File: src/rtl/audio_sample_strobe_gen.sv
// Audio sample strobe generator for the HDMI pixel-clock domain.
// A fractional (Bresenham) accumulator adds SAMPLE_RATE each clock and
// subtracts the current pixel-clock frequency on wrap, so the long-term
// strobe rate is exactly SAMPLE_RATE. The 192-frame IEC60958 block
// position is tracked alongside each strobe.
module audio_sample_strobe_gen #(
  parameter int SAMPLE_RATE = 48000,
  parameter int FREQ_W      = 28,
  parameter int BLOCK_LEN   = 192
) (
  input  logic              clk,
  input  logic              reset_n,
  input  logic              enable,
  input  logic [FREQ_W-1:0] freq_hz,
  output logic              audio_sample,
  output logic [7:0]        sample_idx,
  output logic              block_start,
  output logic              freq_err
);

  localparam logic [FREQ_W:0]   SR_EXT    = (FREQ_W+1)'(SAMPLE_RATE);
  localparam logic [FREQ_W-1:0] ERR_LIMIT = FREQ_W'(2 * SAMPLE_RATE);
  localparam logic [7:0]        IDX_LAST  = 8'(BLOCK_LEN - 1);

  // State registers
  logic [FREQ_W-1:0] freq_reg_r;
  logic [FREQ_W-1:0] acc_r;
  logic [7:0]        idx_cnt_r;
  logic              first_strobe_r;
  logic              freq_err_r;
  logic              audio_sample_r;
  logic [7:0]        sample_idx_r;
  logic              block_start_r;

  // Combinational next-state signals
  logic              freq_chg_s;
  logic              run_s;
  logic [FREQ_W:0]   acc_sum_s;
  logic              wrap_s;
  logic [FREQ_W-1:0] acc_nxt_s;
  logic [7:0]        cur_idx_s;
  logic [7:0]        idx_nxt_s;
  logic              first_nxt_s;
  logic              freq_err_nxt_s;

  // Accumulator step: a frequency change or an unusable frequency restarts
  // the phase at zero; otherwise add the sample rate and wrap modulo freq.
  always_comb begin
    freq_chg_s     = (freq_hz != freq_reg_r);
    run_s          = enable && !freq_err_r && !freq_chg_s;
    acc_sum_s      = {1'b0, acc_r} + SR_EXT;
    wrap_s         = run_s && (acc_sum_s >= {1'b0, freq_reg_r});
    freq_err_nxt_s = (freq_reg_r < ERR_LIMIT);
    if (freq_chg_s) begin
      acc_nxt_s = {FREQ_W{1'b0}};
    end else if (!enable || freq_err_r) begin
      acc_nxt_s = {FREQ_W{1'b0}};
    end else if (wrap_s) begin
      // Modular subtraction on the low bits; the true difference fits.
      acc_nxt_s = acc_sum_s[FREQ_W-1:0] - freq_reg_r;
    end else begin
      acc_nxt_s = acc_sum_s[FREQ_W-1:0];
    end
  end

  // Frame-index bookkeeping: the counter names the frame of the next strobe
  // and restarts at zero whenever generation is disabled.
  always_comb begin
    if (first_strobe_r) begin
      cur_idx_s = 8'd0;
    end else begin
      cur_idx_s = idx_cnt_r;
    end
    if (!enable) begin
      idx_nxt_s   = 8'd0;
      first_nxt_s = 1'b1;
    end else if (wrap_s) begin
      if (cur_idx_s == IDX_LAST) begin
        idx_nxt_s = 8'd0;
      end else begin
        idx_nxt_s = cur_idx_s + 8'd1;
      end
      first_nxt_s = 1'b0;
    end else begin
      idx_nxt_s   = idx_cnt_r;
      first_nxt_s = first_strobe_r;
    end
  end

  // Core state: frequency tracking, accumulator, frame counter, error flag.
  always_ff @(posedge clk or negedge reset_n) begin
    if (!reset_n) begin
      freq_reg_r     <= {FREQ_W{1'b0}};
      acc_r          <= {FREQ_W{1'b0}};
      idx_cnt_r      <= 8'd0;
      first_strobe_r <= 1'b1;
      freq_err_r     <= 1'b0;
    end else begin
      if (freq_chg_s) begin
        freq_reg_r <= freq_hz;
      end else begin
        freq_reg_r <= freq_reg_r;
      end
      acc_r          <= acc_nxt_s;
      idx_cnt_r      <= idx_nxt_s;
      first_strobe_r <= first_nxt_s;
      freq_err_r     <= freq_err_nxt_s;
    end
  end

  // Registered strobe outputs; sample_idx holds between strobes.
  always_ff @(posedge clk or negedge reset_n) begin
    if (!reset_n) begin
      audio_sample_r <= 1'b0;
      sample_idx_r   <= 8'd0;
      block_start_r  <= 1'b0;
    end else begin
      audio_sample_r <= wrap_s;
      block_start_r  <= wrap_s && (cur_idx_s == 8'd0);
      if (wrap_s) begin
        sample_idx_r <= cur_idx_s;
      end else begin
        sample_idx_r <= sample_idx_r;
      end
    end
  end

  assign audio_sample = audio_sample_r;
  assign sample_idx   = sample_idx_r;
  assign block_start  = block_start_r;
  assign freq_err     = freq_err_r;

endmodule

File: config.mk
export PLATFORM = sky130hd
export DESIGN_NAME = audio_sample_strobe_gen
export DESIGN_NICKNAME = d
export VERILOG_FILES = /design/src/rtl/audio_sample_strobe_gen.sv
export SDC_FILE = /design/constraint.sdc
export NUM_CORES = 1
export LEC_CHECK = 0
export ABC_AREA = 1
export ABC_CLOCK_PERIOD_IN_PS = 6600
export CORE_UTILIZATION = 59
export DETAILED_ROUTE_END_ITERATION = 10
export PLACE_DENSITY_LB_ADDON = 0.3
export SLEW_MARGIN = 20
export SYNTH_ARGS = -nofsm -noshare
export SYNTH_HDL_FRONTEND = slang
export SYNTH_SLANG_ARGS = --single-unit
export TNS_END_PERCENT = 1
File: constraint.sdc
create_clock -name clk -period 6.6 [get_ports clk]
set_clock_uncertainty 0.15 [all_clocks]
set_input_delay 1.32 -clock clk [delete_from_list [all_inputs] [get_ports clk]]
set_output_delay 1.32 -clock clk [all_outputs]
set_load 0.03 [all_outputs]
# Yosys cells after proc, flatten, opt, wreduce, memory -nomap -nowiden
# Cells that the tools add are included.
# classes
muxes	9
order_cmp	2
n_addsub	3
n_reduce_logical	9
n_eq_ne	3
# op_table
cell	n
28-bit 2-to-1 mux	3
8-bit 2-to-1 mux	4
28-bit by 16-bit adder with 29-bit output (second input constant)	1
29-bit by 28-bit greater-or-equal comparator with 1-bit output	1
28-bit by 17-bit less-than comparator with 1-bit output (second input constant)	1
28-bit inequality test	1
28-bit subtractor	1
8-bit by 1-bit adder with 8-bit output (second input constant)	1
8-bit == test (second input constant)	1
8-bit logical NOT	1
1-bit logical AND	4
1-bit logical NOT	3
1-bit 2-to-1 mux	2
2-bit by 1-bit inequality test with 1-bit output (second input constant)	1
1-bit logical OR	1
# word_totals
in_bits	31
word_cells	34
output_inout_bits	11
regBits	76

# Logic depth before layout (Yosys ltp)
# logic_depth
word_depth	7
depth_mapped	26
mapped_depth_nobuf	25

# Worst setup path before layout
# No wires, ideal clock.
# synth_path
kind	register to register
start	register acc_r[7]
end	register acc_r[8]
path_buffers	1
slack_ns	3.438
required_time_ns	6.330
stages_incl_launch_ff	24
arrival_ns	2.893
setup_ns	0.120
synth_period_minus_slack_ns	3.162
path_cell_list	dfrtp_1 > inv_1 > ha_1 > a21oi_2 > nor2_1 > nand2_1 > nand2_1 > nand2_1 > inv_1 > nor2_1 > xor2_1 > ha_1 > nand2_1 > nor2_1 > inv_2 > nor2_2 > inv_1 > a21oi_2 > nand2_2 > nand3_4 > nand2_4 > buf_4 > nor2_1 > nor2_1
# synth_between
elab_chain_len	6
elab_cells_between_ends	7
classes_between	add/sub (2); order compare (1); mux (3); reduce/logical (1)
# synth_lines
item	line	text
start: declaration	27	logic [FREQ_W-1:0] acc_r;
start signal: assignment	94	acc_r <= {FREQ_W{1'b0}};
start signal: assignment	104	acc_r <= acc_nxt_s;
28-bit by 16-bit adder with 29-bit output (*)	51	acc_sum_s = {1'b0, acc_r} + SR_EXT;
29-bit by 28-bit greater-or-equal comparator with 1-bit output	52	wrap_s = run_s && (acc_sum_s >= {1'b0, freq_reg_r});
1-bit logical AND	52	
28-bit 2-to-1 mux (*)	58	end else if (wrap_s) begin
28-bit 2-to-1 mux (*)	56	end else if (!enable || freq_err_r) begin
28-bit 2-to-1 mux (*)	54	if (freq_chg_s) begin
named net acc_nxt_s[8]	40	logic [FREQ_W-1:0] acc_nxt_s;
# The timed path passes the listed nets; every way through them passes the cells marked *.
# A chain may end at the register's enable or synchronous reset.

# Final worst setup path
# layout_path
start	register acc_r[9]
end	register idx_cnt_r[5]
# layout_between
elab_chain_len	4
# layout_lines
item	line	text
28-bit by 16-bit adder with 29-bit output	51	
29-bit by 28-bit greater-or-equal comparator with 1-bit output	52	
1-bit logical AND	52	
2-bit by 1-bit inequality test with 1-bit output (no line)	--	
end signal: assignment	105	idx_cnt_r <= idx_nxt_s;
end: declaration	28	logic [7:0] idx_cnt_r;
# No other way between the ends.

==> results_dict.tcl <==
set metrics [dict create \
    outcome "completed" \
    slew_headroom_pct 37.6 \
    fill_cells 908 \
    hold_viol 0 \
    wirelength_um 15100 \
    syn_avg_cell_area_um2 6.57 \
    pre_cts_ws_ns 2.47 \
    rows 36 \
    die_h_um 103 \
    synth_area_mm2 0.00599 \
    drt_iter0_markers 494 \
    wl_per_cell_um 14.2 \
    h-tree-depth 3 \
    areaGrowthSynthToFinish_pct 10.0 \
    finish.net_count 989 \
    grt_pass1_wl_um 24500 \
    firstDrtPassIters 5 \
    synth_top_flop_cell "dfrtp_1" \
    rsz0062_at_grt "no" \
    cts-root-buf "clkbuf_8" \
    synthDistinctLibCells 38 \
    tns_ns 0 \
    yosys_warnings 0 \
    crit_path_max_fanout 42 \
    drive_above_1_share_pct 3.97 \
    cts_resized 0 \
    synth_top_area_share_pct 31.4 \
    clkLatencyLatePin_ns 0.37 \
    io_buffers 41 \
    viasPerCell 5.36 \
    core_mm2 0.00982 \
    drc 0 \
    clock.fmax_mhz 236 \
    vdd_ir_drop_max_v 0.000164 \
    cap_violations 0 \
    postCtsSetupBuffers 0 \
    die_w_um 103 \
    fin_util_pct 67.1 \
    num_antenna_cells 0 \
    clkTransAtPathRegs_ns 0.08 \
    io_pins 42 \
    design_area_mm2 0.00659 \
    antenna_found_initial 0 \
    cp-end-kind "flip-flop" \
    overflow 0 \
    grt_usage_pct 31.2 \
    cts_tree "built" \
    die_area_mm2 0.0106 \
    start_util_pct 61.0 \
    fin_crit_ns 4.23 \
    cts_made_buffers 9 \
    pwr_density_cell_mw_per_mm2 145 \
    grt_max_degree 77 \
    first_global_vias 5207 \
    clock_sinks 76 \
    hp-class "reg2reg" \
    place_congestion 0.997 \
    seq_area_frac_synth_pct 31.8 \
    final_common_cell "nand2_1" \
    placed_area_mm2 0.00640 \
    holdBufCountCts 0 \
    synth_nets 974 \
    tightest_slew_ns 0.936 \
    cts_buffer_depth 2 \
    period_share_pct 64.1 \
    cp.required_ns 6.70 \
    drv_slew 0 \
    synth-seq-cells 76 \
    layout_common_cells "nand2_1, inv_1, nor2_1" \
    finalWorstSetupSlack_ns 2.37 \
    setup_violations 0 \
    synth_edf_count 0 \
    leakagePower_nw 3.57 \
    synthTopCellsByArea "dfrtp_1, nand2_1, inv_1" \
    vias 5701 \
    arrival_ns 4.33 \
    synthCells 911 \
    dp_hpwl_um 12000 \
    ant_nets 0 \
    async_flop_share_pct 100 \
    p_total_uw 952 \
    path_class "reg2reg" \
    cp-start-kind "flip-flop" \
    synth_area_leader_cell "dfrtp_1" \
]
-- area by class of cell --
| class | instances | area (µm²) | share of cell area [%] |
|---|---|---|---|
| multi-input cells | 647 | 3350 | 50.9 |
| flip-flops and latches | 76 | 1900 | 28.9 |
| inverters | 150 | 563 | 8.55 |
| repair buffers | 42 | 415 | 6.31 |
| well taps | 133 | 166 | 2.53 |
| clock buffers | 12 | 155 | 2.36 |
| clock inverters | 4 | 31.3 | 0.475 |
-- state kept, by name (all words and copies together) (netlist names) --
register	count
audio_sample	1
acc_r	28
freq_reg_r	28
freq_err	1
sample_idx	8
block_start	1
idx_cnt_r	8
first_strobe_r	1
-- worst paths after layout --
kind / from / end / slack, ns / depth (start not counted)
min in group asynchronous: reset_n / freq_reg_r[5] / 0.94 / 1
setup / recovery: acc_r[9] / idx_cnt_r[5] / 2.37 / 20
hold reg to reg: sample_idx[7] / sample_idx[7] / 0.35 / 2
setup reg to reg: acc_r[9] / idx_cnt_r[5] / 2.37 / 20
max in group asynchronous: reset_n / sample_idx[1] / 4.75 / 1
hold / removal: sample_idx[7] / sample_idx[7] / 0.35 / 2
-- power breakdown --
| part | internal, mW | total [mW] | switching [mW] |
|---|---|---|---|
| clock network | 0.158 | 0.337 | 0.179 |
| logic | 0.0532 | 0.132 | 0.0792 |
| registers | 0.474 | 0.483 | 0.00844 |
-- layer usage --
| layer | GRT usage, % | wire length, µm | up-vias |
|---|---|---|---|
| li1 | - | - | 2845 |
| met3 | 6.31 | 1040 | 42 |
| met2 | 47.9 | 6660 | 226 |
| met1 | 42.9 | 6870 | 2588 |
| met5 | 0 | 0 | - |
| met4 | 13.2 | 542 | 0 |
-- critical path, cell delays in order, from the launching register on --
cell and delay, ns:
dfrtp_1 0.41, nor2_1 0.15, nand2_1 0.08, nand2_1 0.15, nand3_1 0.16, a21oi_1 0.27, inv_1 0.08, nand2_1 0.08
xor2_1 0.22, inv_1 0.10, ha_1 0.36, a21oi_1 0.28, nand2_1 0.15, a21boi_0 0.18, nand3_1 0.10, nand2_1 0.12
nand3_4 0.25, nand2_4 0.46, nand2_1 0.21, nand2_1 0.10, nand2_1 0.05
-- cells by family (layout without fill, tap and decap cells) --
kind of cell | count (synthesis) | in the layout | share of synthesized area (%)
compound gates | 74 | 74 | 6.86
xor+xnor | 54 | 54 | 7.90
fa+ha+maj | 32 | 32 | 6.81
buf+inv | 188 | 208 | 12.3
flops | 76 | 76 | 31.8
simple gates | 487 | 487 | 34.3
-- synth_stat cells, types with 3 or more instances --
master and instances:
nand2_1 279, o21ai_0 15, a21oi_1 29, o21ai_1 16, nor2_1 96, nor3_1 11
o21bai_1 5, ha_1 31, nand3b_1 6, xnor2_1 27, nor4_1 3, nand3_1 60
inv_2 5, nor2_2 3, dfrtp_1 75, clkbuf_1 30, buf_4 6, nand4_1 18
inv_1 145, xor2_1 27, or2_2 3
-- through the flow --
stage / instances / hold slack (ns)
after floorplan: 911 / 0.309
after global placement: 1048 / 0.324
after detailed placement: 1048 / 0.330
after CTS: 1064 / 0.347
after global routing: 1064 / 0.371
final: 1064 / 0.348
(Power assumes the default switching activity.)
